===== config.mk =====
export PLATFORM = sky130hd
export DESIGN_NAME = prng_word_dispatcher
export DESIGN_NICKNAME = d
export VERILOG_FILES = /design/src/rtl/prng_ctrl_pkg.sv /design/src/rtl/rr_arbiter.sv /design/src/rtl/prng_word_dispatcher.sv
export SDC_FILE = /design/constraint.sdc
export NUM_CORES = 1
export LEC_CHECK = 0
export CAP_MARGIN = 20
export CORE_MARGIN = 2
export CORE_UTILIZATION = 51
export DETAILED_ROUTE_END_ITERATION = 10
export PLACE_DENSITY = 0.83
export RECOVER_POWER = 50
export SLEW_MARGIN = 20
export SYNTH_ARGS = -nofsm -noshare
export SYNTH_HDL_FRONTEND = slang
export SYNTH_SLANG_ARGS = --single-unit
export TNS_END_PERCENT = 20

===== constraint.sdc =====
create_clock -name clk -period 3.4 [get_ports clk]
set_clock_uncertainty 0.2 [all_clocks]
set_input_delay 0.34 -clock clk [delete_from_list [all_inputs] [get_ports clk]]
set_output_delay 0.34 -clock clk [all_outputs]
set_load 0.01 [all_outputs]

===== src/rtl/prng_ctrl_pkg.sv =====
// Shared types and sizing helpers for the PRNG word dispatcher.
// Contents: controller state enum, default parameter values, derived widths
// for the default configuration, and width helper functions.
package prng_ctrl_pkg;

   typedef enum logic [1:0] {
      ST_WARMUP = 2'd0,
      ST_FILL   = 2'd1,
      ST_SERVE  = 2'd2
   } state_e;

   localparam int unsigned N_REQ_DEF  = 4;
   localparam int unsigned PRNG_W_DEF = 128;
   localparam int unsigned WORD_W_DEF = 32;
   localparam int unsigned WARMUP_DEF = 16;
   localparam int unsigned CNT_W_DEF  = 32;

   // Index width that never collapses to zero bits.
   function automatic int unsigned clog2_min1(input int unsigned v);
      return (v <= 1) ? 1 : $clog2(v);
   endfunction

   function automatic int unsigned words_of(input int unsigned prng_w, input int unsigned word_w);
      return prng_w / word_w;
   endfunction

   localparam int unsigned WORDS = words_of(PRNG_W_DEF, WORD_W_DEF);
   localparam int unsigned PTR_W = clog2_min1(WORDS);
   localparam int unsigned RR_W  = clog2_min1(N_REQ_DEF);

endpackage


===== src/rtl/rr_arbiter.sv =====
// Combinational round-robin selector.
// Ports:
//   req   - request vector
//   prio  - index of the requester with highest priority this cycle
//   en    - selection enable; no grant when low
//   gnt_c - one-hot grant
//   idx_c - encoded index of the granted requester
//   any_c - a grant was made
module rr_arbiter
   import prng_ctrl_pkg::*;
#(
   parameter int unsigned N_REQ = N_REQ_DEF,
   parameter int unsigned IDX_W = clog2_min1(N_REQ)
) (
   input  logic [N_REQ-1:0] req,
   input  logic [IDX_W-1:0] prio,
   input  logic             en,
   output logic [N_REQ-1:0] gnt_c,
   output logic [IDX_W-1:0] idx_c,
   output logic             any_c
);

   logic [IDX_W-1:0] cand;

   // Walk from the priority index, wrapping, and take the first active request.
   always_comb begin
      gnt_c = '0;
      idx_c = '0;
      any_c = 1'b0;
      cand  = '0;
      if (en) begin
         for (int unsigned i = 0; i < N_REQ; i++) begin
            cand = IDX_W'((32'(prio) + i) % N_REQ);
            if (!any_c && req[cand]) begin
               any_c       = 1'b1;
               idx_c       = cand;
               gnt_c[cand] = 1'b1;
            end
         end
      end
   end

endmodule


===== src/rtl/prng_word_dispatcher.sv =====
// Sequences the NLFSR PRNG and shares each generated word between requesters.
// After reset the generator is advanced WARMUP times, then one PRNG_W word is
// captured and handed out WORD_W bits at a time, one slice per round-robin grant.
// Ports:
//   clk, rst    - clock, asynchronous active-low reset
//   prng_data   - current generator output
//   prng_en     - generator advance enable
//   req         - request levels, held until granted
//   gnt         - one-hot grant pulse
//   rnd_data    - slice delivered with gnt
//   rnd_valid   - any grant this cycle
//   busy        - warm-up or refill in progress
//   served_cnt  - total slices delivered (wrapping)
module prng_word_dispatcher
   import prng_ctrl_pkg::*;
#(
   parameter int unsigned N_REQ  = N_REQ_DEF,
   parameter int unsigned PRNG_W = PRNG_W_DEF,
   parameter int unsigned WORD_W = WORD_W_DEF,
   parameter int unsigned WARMUP = WARMUP_DEF,
   parameter int unsigned CNT_W  = CNT_W_DEF
) (
   input  logic              clk,
   input  logic              rst,
   input  logic [PRNG_W-1:0] prng_data,
   output logic              prng_en,
   input  logic [N_REQ-1:0]  req,
   output logic [N_REQ-1:0]  gnt,
   output logic [WORD_W-1:0] rnd_data,
   output logic              rnd_valid,
   output logic              busy,
   output logic [CNT_W-1:0]  served_cnt
);

   localparam int unsigned N_WORDS = words_of(PRNG_W, WORD_W);
   localparam int unsigned P_W     = clog2_min1(N_WORDS);
   localparam int unsigned I_W     = clog2_min1(N_REQ);
   localparam int unsigned WC_W    = clog2_min1(WARMUP);

   state_e                          state_q, state_d;
   logic [WC_W-1:0]                 warm_q, warm_d;
   logic [P_W-1:0]                  ptr_q, ptr_d;
   logic [I_W-1:0]                  prio_q, prio_d;
   logic [N_WORDS-1:0][WORD_W-1:0]  buf_q, buf_d;
   logic [N_REQ-1:0]                gnt_q, gnt_d;
   logic [WORD_W-1:0]               rnd_data_q, rnd_data_d;
   logic                            valid_q, valid_d;
   logic                            busy_q, busy_d;
   logic [CNT_W-1:0]                cnt_q, cnt_d;
   logic                            prng_en_c;

   logic [N_REQ-1:0]                arb_gnt;
   logic [I_W-1:0]                  arb_idx;
   logic                            arb_any;

   rr_arbiter #(
      .N_REQ (N_REQ),
      .IDX_W (I_W)
   ) u_arb (
      .req   (req),
      .prio  (prio_q),
      .en    (state_q == ST_SERVE),
      .gnt_c (arb_gnt),
      .idx_c (arb_idx),
      .any_c (arb_any)
   );

   // Next-state and registered-output computation.
   always_comb begin
      state_d    = state_q;
      warm_d     = warm_q;
      ptr_d      = ptr_q;
      prio_d     = prio_q;
      buf_d      = buf_q;
      gnt_d      = '0;
      valid_d    = 1'b0;
      rnd_data_d = rnd_data_q;
      cnt_d      = cnt_q;
      // busy tracks the state whose results are visible on the registered outputs,
      // so the last grant of a buffer is never flagged busy.
      busy_d     = (state_q != ST_SERVE);
      prng_en_c  = 1'b0;

      case (state_q)
         ST_WARMUP: begin
            prng_en_c = 1'b1;
            if (warm_q == WC_W'(WARMUP - 1)) begin
               warm_d  = '0;
               state_d = ST_FILL;
            end else begin
               warm_d = warm_q + WC_W'(1);
            end
         end
         ST_FILL: begin
            // Capture and step the generator past the captured word.
            prng_en_c = 1'b1;
            buf_d     = prng_data;
            ptr_d     = '0;
            state_d   = ST_SERVE;
         end
         ST_SERVE: begin
            if (arb_any) begin
               gnt_d      = arb_gnt;
               valid_d    = 1'b1;
               rnd_data_d = buf_q[ptr_q];
               cnt_d      = cnt_q + CNT_W'(1);
               prio_d     = (arb_idx == I_W'(N_REQ - 1)) ? '0 : arb_idx + I_W'(1);
               ptr_d      = ptr_q + P_W'(1);
               if (ptr_q == P_W'(N_WORDS - 1)) begin
                  state_d = ST_FILL;
               end
            end
         end
         default: begin
            state_d = ST_WARMUP;
         end
      endcase
   end

   // State and output registers.
   always_ff @(posedge clk or negedge rst) begin
      if (!rst) begin
         state_q    <= ST_WARMUP;
         warm_q     <= '0;
         ptr_q      <= '0;
         prio_q     <= '0;
         buf_q      <= '0;
         gnt_q      <= '0;
         rnd_data_q <= '0;
         valid_q    <= 1'b0;
         busy_q     <= 1'b1;
         cnt_q      <= '0;
      end else begin
         state_q    <= state_d;
         warm_q     <= warm_d;
         ptr_q      <= ptr_d;
         prio_q     <= prio_d;
         buf_q      <= buf_d;
         gnt_q      <= gnt_d;
         rnd_data_q <= rnd_data_d;
         valid_q    <= valid_d;
         busy_q     <= busy_d;
         cnt_q      <= cnt_d;
      end
   end

   // Generator must not step while held in reset.
   assign prng_en    = prng_en_c & rst;
   assign gnt        = gnt_q;
   assign rnd_data   = rnd_data_q;
   assign rnd_valid  = valid_q;
   assign busy       = busy_q;
   assign served_cnt = cnt_q;

endmodule


## After elaboration in Yosys (flattened, before gate mapping)

Index checks and enable logic that the tools add are counted.

- Add/subtract/negate cells: 7
- Magnitude comparators: 9
- Equality and inequality tests: 9
- Mux-type cells: 51
- Bitwise operators: 4
- Reductions and logical operators: 16

Operators with widths:

| operator | count |
|---|---|
| binary-select mux 32 bit (select 2 bit) | 1 |
| two-way mux 4 bit | 10 |
| adder 32 x 1 -> 32 bit (second input constant) | 1 |
| two-way mux 32 bit | 1 |
| two-way mux 2 bit | 10 |
| two-way mux 1 bit | 19 |
| < comparator 2 x 3 -> 1 bit (second input constant) | 5 |
| bitwise OR 4 bit | 3 |
| binary-select mux 1 bit (select 2 bit) | 4 |
| demux 1 bit (select 2 bit) | 4 |
| >= comparator 2 x 1 -> 1 bit (second input constant) | 4 |
| inequality test 2 bit (second input constant) | 4 |
| logical AND 1 bit | 7 |
| adder 2 x 1 -> 2 bit (second input constant) | 3 |
| == test 2 bit (second input constant) | 3 |
| case mux 2 bit (3 select lines) | 1 |
| adder 2 bit (second input constant) | 2 |
| adder 4 x 1 -> 4 bit (second input constant) | 1 |
| == test 4 bit (second input constant) | 1 |
| case mux 2 bit (2 select lines) | 1 |
| AND reduction 2 bit | 2 |
| zero test 1 bit | 3 |
| AND reduction 3 bit | 1 |
| == test 2 x 1 -> 1 bit (second input constant) | 1 |
| 4 further kinds | 4 |

- Register bits after elaboration: 208
- Input port bits: 134
- Output and inout port bits: 71
- Logic and storage cells: 109

## Logic depth before layout (Yosys ltp)

Gate-level depths: netlist (run 1).

- Depth in word-level cells: 18
- Gate-level depth with buffers: 9
- Mapped depth without buffers: 7

## Modules after synthesis

A second synthesis (run 1) with hierarchy kept.

- Cells, all modules: 981
- Area, all modules: 9479.1 µm²

Modules (own cells, without submodules):

| module | instances | cells an instance | area an instance (µm²) | sequential area each (µm²) |
|---|---|---|---|---|
| prng_word_dispatcher | 1 | 896 | 8793.4 | 5206.2 |
| rr_arbiter | 1 | 85 | 685.7 | 0.0 |

## Least setup slack after synthesis (run 1)

Ideal clock, no wire load.

- Path type: register -> register
- Start: register prio_q[0]
- End: register prio_q[1]
- Setup time: 0.079 ns
- Arrival: 2.407 ns
- Required time: 3.121 ns
- Slack: 0.714 ns
- Cell stages (with the launch flop): 9
- Buffers on the path: 1
- Clock period less this slack: 2.686 ns
- Cells stage by stage: dfrtp_1 -> buf_2 -> inv_1 -> ha_1 -> mux4_2 -> o21ba_2 -> o21ai_1 -> o311ai_1 -> mux2i_1

- Longest elaborated chain between the ends: 18

RTL lines:

| element | RTL line | source |
|---|---|---|
| start: declaration | prng_word_dispatcher.sv:43 | `logic [I_W-1:0] prio_q, prio_d;` |
| start signal: assignment | prng_word_dispatcher.sv:137 | `prio_q <= prio_d;` |
| binary-select mux 1 bit (select 2 bit) | rr_arbiter.sv:34 | `if (!any_c && req[cand]) begin` |
| two-way mux 1 bit (implied by the code) | rr_arbiter.sv:34 |  |
| two-way mux 1 bit | rr_arbiter.sv:34 |  |
| two-way mux 1 bit | rr_arbiter.sv:31 | `if (en) begin` |
| zero test 1 bit | rr_arbiter.sv:34 |  |
| logical AND 1 bit | rr_arbiter.sv:34 |  |
| two-way mux 1 bit | rr_arbiter.sv:34 |  |
| two-way mux 1 bit | rr_arbiter.sv:31 |  |
| [2 not listed] | n/a |  |
| two-way mux 1 bit | rr_arbiter.sv:34 |  |
| two-way mux 1 bit | rr_arbiter.sv:31 |  |
| zero test 1 bit | rr_arbiter.sv:34 |  |
| logical AND 1 bit | rr_arbiter.sv:34 |  |
| two-way mux 2 bit | rr_arbiter.sv:34 |  |
| two-way mux 2 bit | rr_arbiter.sv:31 |  |
| adder 2 x 1 -> 2 bit / == test 2 bit (equally long branches) | prng_word_dispatcher.sv:107 | `prio_d = (arb_idx == I_W'(N_REQ - 1)) ? '0 : arb_idx + I_W'(1);` |
| two-way mux 2 bit | prng_word_dispatcher.sv:107 |  |

Several ways; a longest one is shown, not always the timed one. The select of a mux whose other input is x is not followed.
A chain may end at the register's enable or synchronous reset.

## Worst setup path in the final report (run 1)

- Start: input req[0]
- End: register cnt_q[4] (netlist: served_cnt[4])

- Longest elaborated chain between the ends: 17

RTL lines:

| element | RTL line | source |
|---|---|---|
| start: declaration | prng_word_dispatcher.sv:27 | `input logic [N_REQ-1:0] req,` |
| binary-select mux 1 bit (select 2 bit) | rr_arbiter.sv:34 |  |
| two-way mux 1 bit (implied by the code) | rr_arbiter.sv:34 |  |
| two-way mux 1 bit | rr_arbiter.sv:34 |  |
| two-way mux 1 bit | rr_arbiter.sv:31 |  |
| zero test 1 bit | rr_arbiter.sv:34 |  |
| logical AND 1 bit | rr_arbiter.sv:34 |  |
| two-way mux 1 bit | rr_arbiter.sv:34 |  |
| two-way mux 1 bit | rr_arbiter.sv:31 |  |
| zero test 1 bit | rr_arbiter.sv:34 |  |
| logical AND 1 bit | rr_arbiter.sv:34 |  |
| two-way mux 1 bit | rr_arbiter.sv:34 |  |
| two-way mux 1 bit | rr_arbiter.sv:31 |  |
| zero test 1 bit | rr_arbiter.sv:34 |  |
| logical AND 1 bit | rr_arbiter.sv:34 |  |
| two-way mux 1 bit * | rr_arbiter.sv:34 |  |
| two-way mux 1 bit * | rr_arbiter.sv:31 |  |
| AND reduction 2 bit (no source line) * | n/a |  |
| end signal: assignment | prng_word_dispatcher.sv:143 | `cnt_q <= cnt_d;` |
| end: declaration | prng_word_dispatcher.sv:49 | `logic [CNT_W-1:0] cnt_q, cnt_d;` |

Mark *: on every way between the ends. The rest lies on a longest branch, timed or not. The select of a mux whose other input is x is not followed.

==> flow_summary.json, run 1 <==
{
  "run_status": "finished with violations",
  "numPortBuffers": 204,
  "die_y_um": 139,
  "grt_pass1_vias": 7336,
  "wl_per_cell_um": 16.2,
  "drt_iter0_markers": 492,
  "wl_met2_mm": 10.9,
  "antenna_left": 0,
  "core_um2": 17900,
  "drive_gt1_share_pct": 8.26,
  "cp-end-kind": "flip-flop",
  "drtPass1Iterations": 5,
  "leakagePower_nw": 5.84,
  "rows": 49,
  "synth_edf_count": 0,
  "grt_overflow_total": 0,
  "critPathBufInv": 2,
  "crit_fanout": 38,
  "clkTransAtPathRegs_ns": 0.06,
  "power_density_nw_per_um2": 842,
  "ctsResizeCount": 0,
  "netSwitchingFraction_pct": 34.0,
  "crit_family": "simple AND/OR/NAND/NOR gates",
  "nFillCells": 1347,
  "vias_per_cell": 5.32,
  "start_kind": "input pin",
  "cts_tree": "done",
  "reg2reg_from": "prio_q[1]$_DFFE_PN0P_",
  "ys_types": 56,
  "fin_crit_ns": 3.00,
  "route.detailed.drc": 0,
  "grt_max_degree": 79,
  "io_pins": 205,
  "grt_usage_pct": 23.1,
  "synth.largest_area_cell": "dfrtp_1",
  "cts_made_buffers": 23,
  "synthArstFlopShare_pct": 100,
  "clkSinkCount": 208,
  "routabilityCongestion": 0.811,
  "dp.cells": 1340,
  "power_frac_comb_pct": 35.5,
  "max_stage_delay_ns": 0.67,
  "worst_path_max_delay_cell": "dlygate4sd3_1",
  "clkLatencyLatePin_ns": 0.49,
  "ys_dominant_reg_cell": "dfrtp_1",
  "cap_violations": 1,
  "netSwitchingPower_mw": 3.48,
  "fmax_mhz": 333,
  "synth_most_common_cell": "nand2_1",
  "synthTopCellsByArea": "dfrtp_1 (56%), nand2_1 (20%), mux4_2 (8.5%)",
  "dieArea_um2": 19300,
  "ys_ff_latch": 208,
  "drt-met1-wl_mm": 9.24,
  "grt_pass1_wl_mm": 36.9,
  "synth_top_area_share_pct": 55.7,
  "diodes": 0,
  "crit_path_start": "req[0]",
  "holdCritPathClass": "input pin to async pin",
  "syn_inst": 949,
  "finalHoldViolations": 0,
  "vias": 7331,
  "nets": 1281,
  "cts_root_buffer": "clkbuf_16",
  "topRoutingLayerUsed": "met4",
  "tns_ns": 0,
  "dp_hpwl_mm": 14.8,
  "rsz0062_at_grt": "no",
  "htreeDepth": 1,
  "synth_seq_area_share_pct": 56.0,
  "synth_common_cells": "nand2_1 (502), dfrtp_1 (207), mux4_2 (35)",
  "slew_headroom_pct": -26.2,
  "antenna_found_initial": 0,
  "met3WireLength_mm": 1.64,
  "min_period_over_period_pct": 88.2,
  "die_w_um": 139,
  "syn_nets": 1093,
  "finalMaxSlewViolations": 79,
  "worst_pin_slew_ns": 1.89,
  "clock_path_buffers": 3,
  "instances_no_fill": 1379,
  "arrival_ns": 3.21,
  "violations": "capacitance limit, slew limit",
  "syn_avg_cell_area_um2": 9.80,
  "initial_core_util_pct": 52.0,
  "ir_drop_v": 0.000431,
  "critPathKind": "input pin to flip-flop",
  "path_cells": "dlygate4sd3_1, or4_1, nand2_1, inv_2, nand4_1, xnor2_1",
  "post-route-util_pct": 68.0,
  "setup_violations": 0,
  "cp.required_ns": 3.61,
  "p_int_mw": 6.77,
  "area_growth_pct": 30.9,
  "power_frac_clock_pct": 22.9,
  "seqPwrFrac_pct": 41.5,
  "hold_slack_ns": 0.119,
  "wl_mm": 22.3,
  "syn_area_um2": 9300,
  "yosysWarnings": 0
}
[worst reg2reg max path: stages (launching register included)]
cell     delay [ns]
dfrtp_1        0.56
inv_1          0.17
ha_1           0.46
mux4_2         0.65
o311a_1        0.37
o21ai_0        0.19
mux2i_1        0.10
[power by group through the flow]
stage | clock [mW] | sequential, mW | combinational, mW
after floorplan | 0 | 4.15 | 2.45
after global placement | 0 | 4.23 | 3.59
after detailed placement | 0 | 4.28 | 3.74
after global routing | 2.50 | 4.40 | 4.10
final | 2.35 | 4.26 | 3.65
after CTS | 2.39 | 4.27 | 3.77
[final timing paths]
kind	endpoint	slack [ns]	cells after the start
min reg2reg	rnd_data[11]$_DFFE_PN0P_	0.27	2
min	gnt[0]$_DFF_PN0_	0.12	2
max in group asynchronous	buf_q[47]$_DFFE_PN0P_	0.74	3
min in group clk	buf_q[25]$_DFFE_PN0P_	0.17	3
max	served_cnt[4]$_DFFE_PN0P_	0.40	6
max reg2reg	prio_q[1]$_DFFE_PN0P_	0.56	6
[timing repair]
action / 4_1_cts / 5_1_grt
endpoints found under the hold margin: 37 / 0
setup buffers: 0 / 0
hold buffers: 1 / 0
[layer usage]
| metal | up-vias | track usage, % |
|---|---|---|
| li1 | 3442 | - |
| met1 | 3576 | 31.3 |
| met2 | 268 | 38.1 |
| met3 | 45 | 5.15 |
| met4 | 0 | 6.38 |
| met5 | - | 0 |
[cell type report]
type                            instances  area, um^2  share of cell area, %
Clock buffer                           32         649                   5.33
Inverter                                6        22.5                  0.185
Tap cell                              229         287                   2.35
Multi-Input combinational cell        683        3800                   31.2
Timing Repair Buffer                  215        2160                   17.7
Clock inverter                          6        55.1                  0.452
Sequential cell                       208        5210                   42.8
[logic make-up after synthesis]
kind of cell | synth area share [%]
AO/OA/AOI/OAI | 2.50
XOR/XNOR | 3.01
adder cells (fa/ha/maj) | 1.34
buffers and inverters | 2.95
flip-flops | 56.0
multiplexers | 8.93
AND/OR/NAND/NOR | 25.3
[metrics by stage]
step,total power [mW],worst slack (ns),cell area (um^2)
4_1_cts,10.4,0.579,12200
2_1_floorplan,6.60,0.714,9300
6_report,10.3,0.401,12200
3_5_place_dp,8.02,0.447,11500
5_1_grt,11.0,0.202,12200
3_3_place_gp,7.82,0.553,11500
[registers in the layout (all words and copies together), names as in the netlist]
register / flops
buf_q: 128
busy: 1
gnt: 4
prio_q: 2
ptr_q: 2
rnd_data: 32
rnd_valid: 1
served_cnt: 32
state_q: 2
warm_q: 4
[cell usage in the layout, fill, tap and decap left out, types with 7 or more instances in the layout]
cell,n
nand2_1,503
dfrtp_1,206
clkdlybuf4s50_1,154
dlygate4sd3_1,50
mux4_2,35
xnor2_1,28
clkbuf_16,23
nand3_1,15
nand4_1,11
ha_1,10
nor2_1,9
a22oi_1,8
o21ai_0,7
Power figures use the tool's default switching activity.
==> run 2: changes to the inputs <==
==> constraint.sdc (replaced) <==
create_clock -name clk -period 3 [get_ports clk]
set_clock_uncertainty 0.2 [all_clocks]
set_input_delay 0.3 -clock clk [delete_from_list [all_inputs] [get_ports clk]]
set_output_delay 0.3 -clock clk [all_outputs]
set_load 0.01 [all_outputs]
==> run 2 against run 1 <==
Net effect:
- the flow finishes with violations (capacitance limit)
- final cell count is 0.65% higher
- sequential power is 12% higher
- sequential cell count did not move
- die area unchanged
- critical path depth stayed put
- combinational power grew 17%
- sequential share of layout area shrank 0.25 points
- via count decreased by 1.7%
- final area up 0.59%
- worst hold slack worse by 0.0022 ns
==> flow_summary.json, run 2 (same netlist as run 1, synthesis figures left out) <==
{
  "cts_setup_buffers": 0,
  "nets": 1289,
  "htreeDepth": 1,
  "cts_root_buffer": "clkbuf_16",
  "slew_headroom_pct": 0.311,
  "fmax_mhz": 362,
  "grt_overflow_total": 0,
  "largest_reg_flops": 128,
  "drt_iter0_markers": 383,
  "route.detailed.drc": 0,
  "cp.required_ns": 3.20,
  "ir_drop_v": 0.000469,
  "hold_slack_ns": 0.117,
  "cts_hold_buf": 1,
  "layout_common_cells": "nand2_1 (503), dfrtp_1 (206), clkdlybuf4s50_1 (202)",
  "die_w_um": 139,
  "fin_crit_ns": 2.76,
  "cts_made_buffers": 22,
  "initial_core_util_pct": 52.0,
  "clock_path_buffers": 3,
  "clkLatencyLatePin_ns": 0.50,
  "cp-end-kind": "flip-flop",
  "grt_pass1_vias": 7271,
  "clkTransAtPathRegs_ns": 0.06,
  "cts_tree": "done",
  "cap_violations": 1,
  "grt_pass1_wl_mm": 36.1,
  "violations": "capacitance limit",
  "grt_max_degree": 119,
  "pre_cts_ws_ns": 0.244,
  "routabilityCongestion": 0.866,
  "critPathKind": "flip-flop to flip-flop",
  "finalPower_mw": 11.6,
  "vias": 7209,
  "dieArea_um2": 19300,
  "leakagePower_nw": 5.79,
  "wl_per_cell_um": 15.5,
  "rsz0062_at_grt": "no",
  "dp.cells": 1348,
  "grt_usage_pct": 22.6,
  "core_um2": 17900,
  "numPortBuffers": 204,
  "vias_per_cell": 5.19,
  "clkSinkCount": 208,
  "holdCritPathClass": "input pin to flip-flop",
  "run_status": "finished with violations",
  "wl_mm": 21.5,
  "arrival_ns": 2.96,
  "power_density_nw_per_um2": 945,
  "instances_no_fill": 1388,
  "antenna_left": 0,
  "ctsResizeCount": 0,
  "die_y_um": 139,
  "setup_slack_ns": 0.239,
  "setup_violations": 0,
  "finalHoldViolations": 0,
  "finalMaxSlewViolations": 0,
  "dp_hpwl_mm": 14.8,
  "area_growth_pct": 31.7,
  "worst_pin_slew_ns": 1.50,
  "largest_register": "buf_q",
  "nFillCells": 1374,
  "rows": 49,
  "drtPass1Iterations": 4,
  "io_pins": 205,
  "antenna_found_initial": 0,
  "tns_ns": 0,
  "start_kind": "flip-flop",
  "crit_fanout": 11,
  "mostFrequentLayoutCell": "nand2_1",
  "drive_gt1_share_pct": 8.81,
  "min_period_over_period_pct": 92.0
}
run 2: cell types whose count changed in the layout (fill, tap and decap cells not counted), moves of 2 or more:
cell             delta
buf_4               +9
clkbuf_8            -3
clkbuf_2            -2
clkbuf_1            +2
dlygate4sd3_1      -48
clkdlybuf4s50_1    +48
buf_12              +2
run 2: critical path: stages, from the launching register on:
cell and delay [ns]:
dfrtp_1 0.54, inv_1 0.15, ha_1 0.44, mux4_2 0.64, o311ai_0 0.44, o21bai_1 0.10, mux2i_1 0.15
run 2: path summary, 6_finish.rpt:
kind                                       startpoint                     end  depth (start not counted)  slack [ns]
worst max-delay path            prio_q[1]$_DFFE_PN0P_   prio_q[1]$_DFFE_PN0P_                          6        0.24
worst min register to register  buf_q[73]$_DFFE_PN0P_   buf_q[73]$_DFFE_PN0P_                          2        0.27
worst max register to register  prio_q[1]$_DFFE_PN0P_   prio_q[1]$_DFFE_PN0P_                          6        0.24
min in group asynchronous                         rst        gnt[1]$_DFF_PN0_                          2        0.21
worst min-delay path                    prng_data[74]   buf_q[74]$_DFFE_PN0P_                          3        0.12
max in group asynchronous                         rst  buf_q[110]$_DFFE_PN0P_                          4        0.81
run 2: cell type report:
cell class                      count  area [um^2]  area share (%)
Timing Repair Buffer              224         2250            18.4
Antenna cell                        1         2.50          0.0204
Tap cell                          229          287            2.34
Clock buffer                       30          601            4.90
Clock inverter                      7         73.8           0.603
Multi-Input combinational cell    683         3810            31.1
Inverter                            6         22.5           0.184
Sequential cell                   208         5210            42.5
run 2: report_power, final:
group,leakage (nW),switching (mW),internal [mW]
Sequential,2.57,0.726,4.04
Clock,0.329,1.07,1.49
Combinational,2.90,2.09,2.17
run 2: metrics by stage:
stage	utilization [%]	area, um^2
after floorplan	-	9300
after global placement	64.7	11600
after detailed placement	64.7	11600
after CTS	68.5	12300
after global routing	68.4	12200
final	68.4	12300
run 2: layer usage:
metal / part of all wire [%] / GRT usage (%) / up-vias / routed length [um]
li1: - / - / 3470 / -
met1: 44 / 32.0 / 3497 / 9470
met2: 48 / 36.5 / 211 / 10300
met3: 6.5 / 4.77 / 31 / 1390
met4: 1.9 / 5.26 / 0 / 405
met5: 0 / 0 / - / 0
==> run 3: changes to the inputs <==
--- a/config.mk
+++ b/config.mk
@@ -7,9 +7,10 @@
 export LEC_CHECK = 0
 export CAP_MARGIN = 20
 export CORE_MARGIN = 2
-export CORE_UTILIZATION = 51
+export CORE_UTILIZATION = 63
 export DETAILED_ROUTE_END_ITERATION = 10
-export PLACE_DENSITY = 0.83
+export DONT_BUFFER_PORTS = 1
+export PLACE_DENSITY = 0.82
 export RECOVER_POWER = 50
 export SLEW_MARGIN = 20
 export SYNTH_ARGS = -nofsm -noshare
==> run 3 against run 2 <==
Net effect:
- the run ends with hold timing left
- sequential power is 8.4% higher
- sequential share of layout area is 2.9 points higher
- fmax is 12% higher
- highest routed layer unchanged
==> flow_summary.json, run 3 (same netlist as run 1, synthesis figures left out) <==
{
  "run_status": "finished with violations",
  "violations": "hold timing",
  "max_stage_delay_ns": 0.54,
  "power_density_nw_per_um2": 1010,
  "ctsResizeCount": 0,
  "worst_pin_slew_ns": 0.936,
  "rrSetupSlack_ns": 0.53,
  "reg2reg_depth": 5,
  "clkTransAtPathRegs_ns": 0.06,
  "cp-end-kind": "flip-flop",
  "antenna_left": 0,
  "ir_drop_v": 0.000899,
  "path_cells": "and2b_1, nand4_1, nor3_2, nand3_1, xnor2_1",
  "vias_per_cell": 5.84,
  "wl_per_cell_um": 19.0,
  "finalMaxSlewViolations": 0,
  "met1_usage_pct": 36.8,
  "wl_mm": 23.9,
  "drtPass1Iterations": 5,
  "reg2reg_from": "state_q[0]$_DFFE_PN0P_",
  "routabilityCongestion": 0.841,
  "grt_overflow_total": 0,
  "grt_pass1_wl_mm": 38.9,
  "postLayoutCellArea_um2": 11500,
  "tns_ns": 0,
  "vias": 7342,
  "nets": 1203,
  "diodes": 0,
  "arrival_ns": 2.62,
  "clkLatencyLatePin_ns": 0.49,
  "largest_register": "buf_q",
  "drive_gt1_share_pct": 9.32,
  "drt_iter0_markers": 499,
  "antenna_found_initial": 0,
  "slew_headroom_pct": 37.6,
  "htreeDepth": 1,
  "cap_violations": 0,
  "grt_usage_pct": 30.8,
  "finalHoldViolations": 208,
  "dpl-instance-area_um2": 9400,
  "holdCritPathClass": "input pin to async pin",
  "route.detailed.drc": 0,
  "setup_violations": 0,
  "dieArea_um2": 15800,
  "rows": 44,
  "worst_path_max_delay_cell": "nor3_2",
  "clock_path_buffers": 3,
  "die_y_um": 126,
  "grt_pass1_vias": 7639,
  "fin_crit_ns": 2.47,
  "grt_max_degree": 210,
  "rsz0062_at_grt": "no",
  "core_um2": 14500,
  "layout_common_cells": "nand2_1 (502), dfrtp_1 (205), dlygate4sd3_1 (128)",
  "critPathKind": "flip-flop to flip-flop",
  "gr-usage-met2_pct": 53.4,
  "cts_root_buffer": "clkbuf_16",
  "start_kind": "flip-flop",
  "fmax_mhz": 405,
  "largest_reg_flops": 128,
  "mostFrequentLayoutCell": "nand2_1",
  "clkSinkCount": 208,
  "cts_made_buffers": 22,
  "min_period_over_period_pct": 82.4,
  "hold_slack_ns": -0.685,
  "die_w_um": 126,
  "cts_tree": "done",
  "cp.required_ns": 3.15,
  "dp_hpwl_mm": 12.8,
  "cts_setup_buffers": 0,
  "top_usage_layer": "met2",
  "crit_fanout": 9,
  "leakagePower_nw": 5.54,
  "cts_hold_buf": 128,
  "io_pins": 205,
  "numPortBuffers": 0,
  "r2r_end": "served_cnt[28]$_DFFE_PN0P_",
  "grtUsageMet3_pct": 8.39,
  "area_growth_pct": 23.2,
  "initial_core_util_pct": 64.3
}
==> run 3: final cells by class <==
type,instances,area (um^2)
fill,806,3020
sequential,208,5210
tap,184,230
timing repair buffer,138,1380
clock inverter,7,140
inverter,6,22.5
clock buffer,31,646
multi-input combinational,683,3830
==> run 3: worst max path at each step <==
| stage | start | end | depth (start not counted) |
|---|---|---|---|
| after detailed placement | state_q[0]$_DFFE_PN0P_ | served_cnt[26]$_DFFE_PN0P_ | 5 |
| after global routing | state_q[0]$_DFFE_PN0P_ | served_cnt[28]$_DFFE_PN0P_ | 5 |
| final | state_q[0]$_DFFE_PN0P_ | served_cnt[28]$_DFFE_PN0P_ | 5 |
| after floorplan | prio_q[0]$_DFFE_PN0P_ | prio_q[1]$_DFFE_PN0P_ | 8 |
| after global placement | prio_q[0]$_DFFE_PN0P_ | prio_q[0]$_DFFE_PN0P_ | 7 |
| after CTS | state_q[0]$_DFFE_PN0P_ | served_cnt[28]$_DFFE_PN0P_ | 5 |
==> run 3: metrics by stage <==
step           total power [mW]  instances  utilization, %  hold slack, ns  setup WS [ns]
2_1_floorplan              7.49        949               -          -0.196          0.314
6_report                   11.6       1257            79.2          -0.685          0.529
3_3_place_gp               8.12       1091            64.9          -0.187          0.617
3_5_place_dp               8.30       1091            64.9          -0.187          0.571
5_1_grt                    12.3       1257            79.2          -0.704          0.356
4_1_cts                    11.4       1257            79.2          -0.706          0.534
==> run 3: worst max-delay path: cells and delay by family, from the launching register on <==
family	cells	cell delay (ns)
DFF	1	0.46
and+or+nand+nor	4	1.49
xor gates and xnor gates	1	0.18
==> run 3: power breakdown <==
group          leakage [nW]  total (mW)  switching (mW)  internal [mW]
combinational          2.59        3.49            1.80           1.69
sequential             2.57        5.16            1.12           4.04
clock                 0.378        2.92            1.08           1.84
==> run 3: metal layers <==
layer  vias up  part of all wire, %
met2       333                   52
met3        88                  7.9
met5         -                    0
li1       3301                    -
met4         0                  4.1
met1      3620                   36
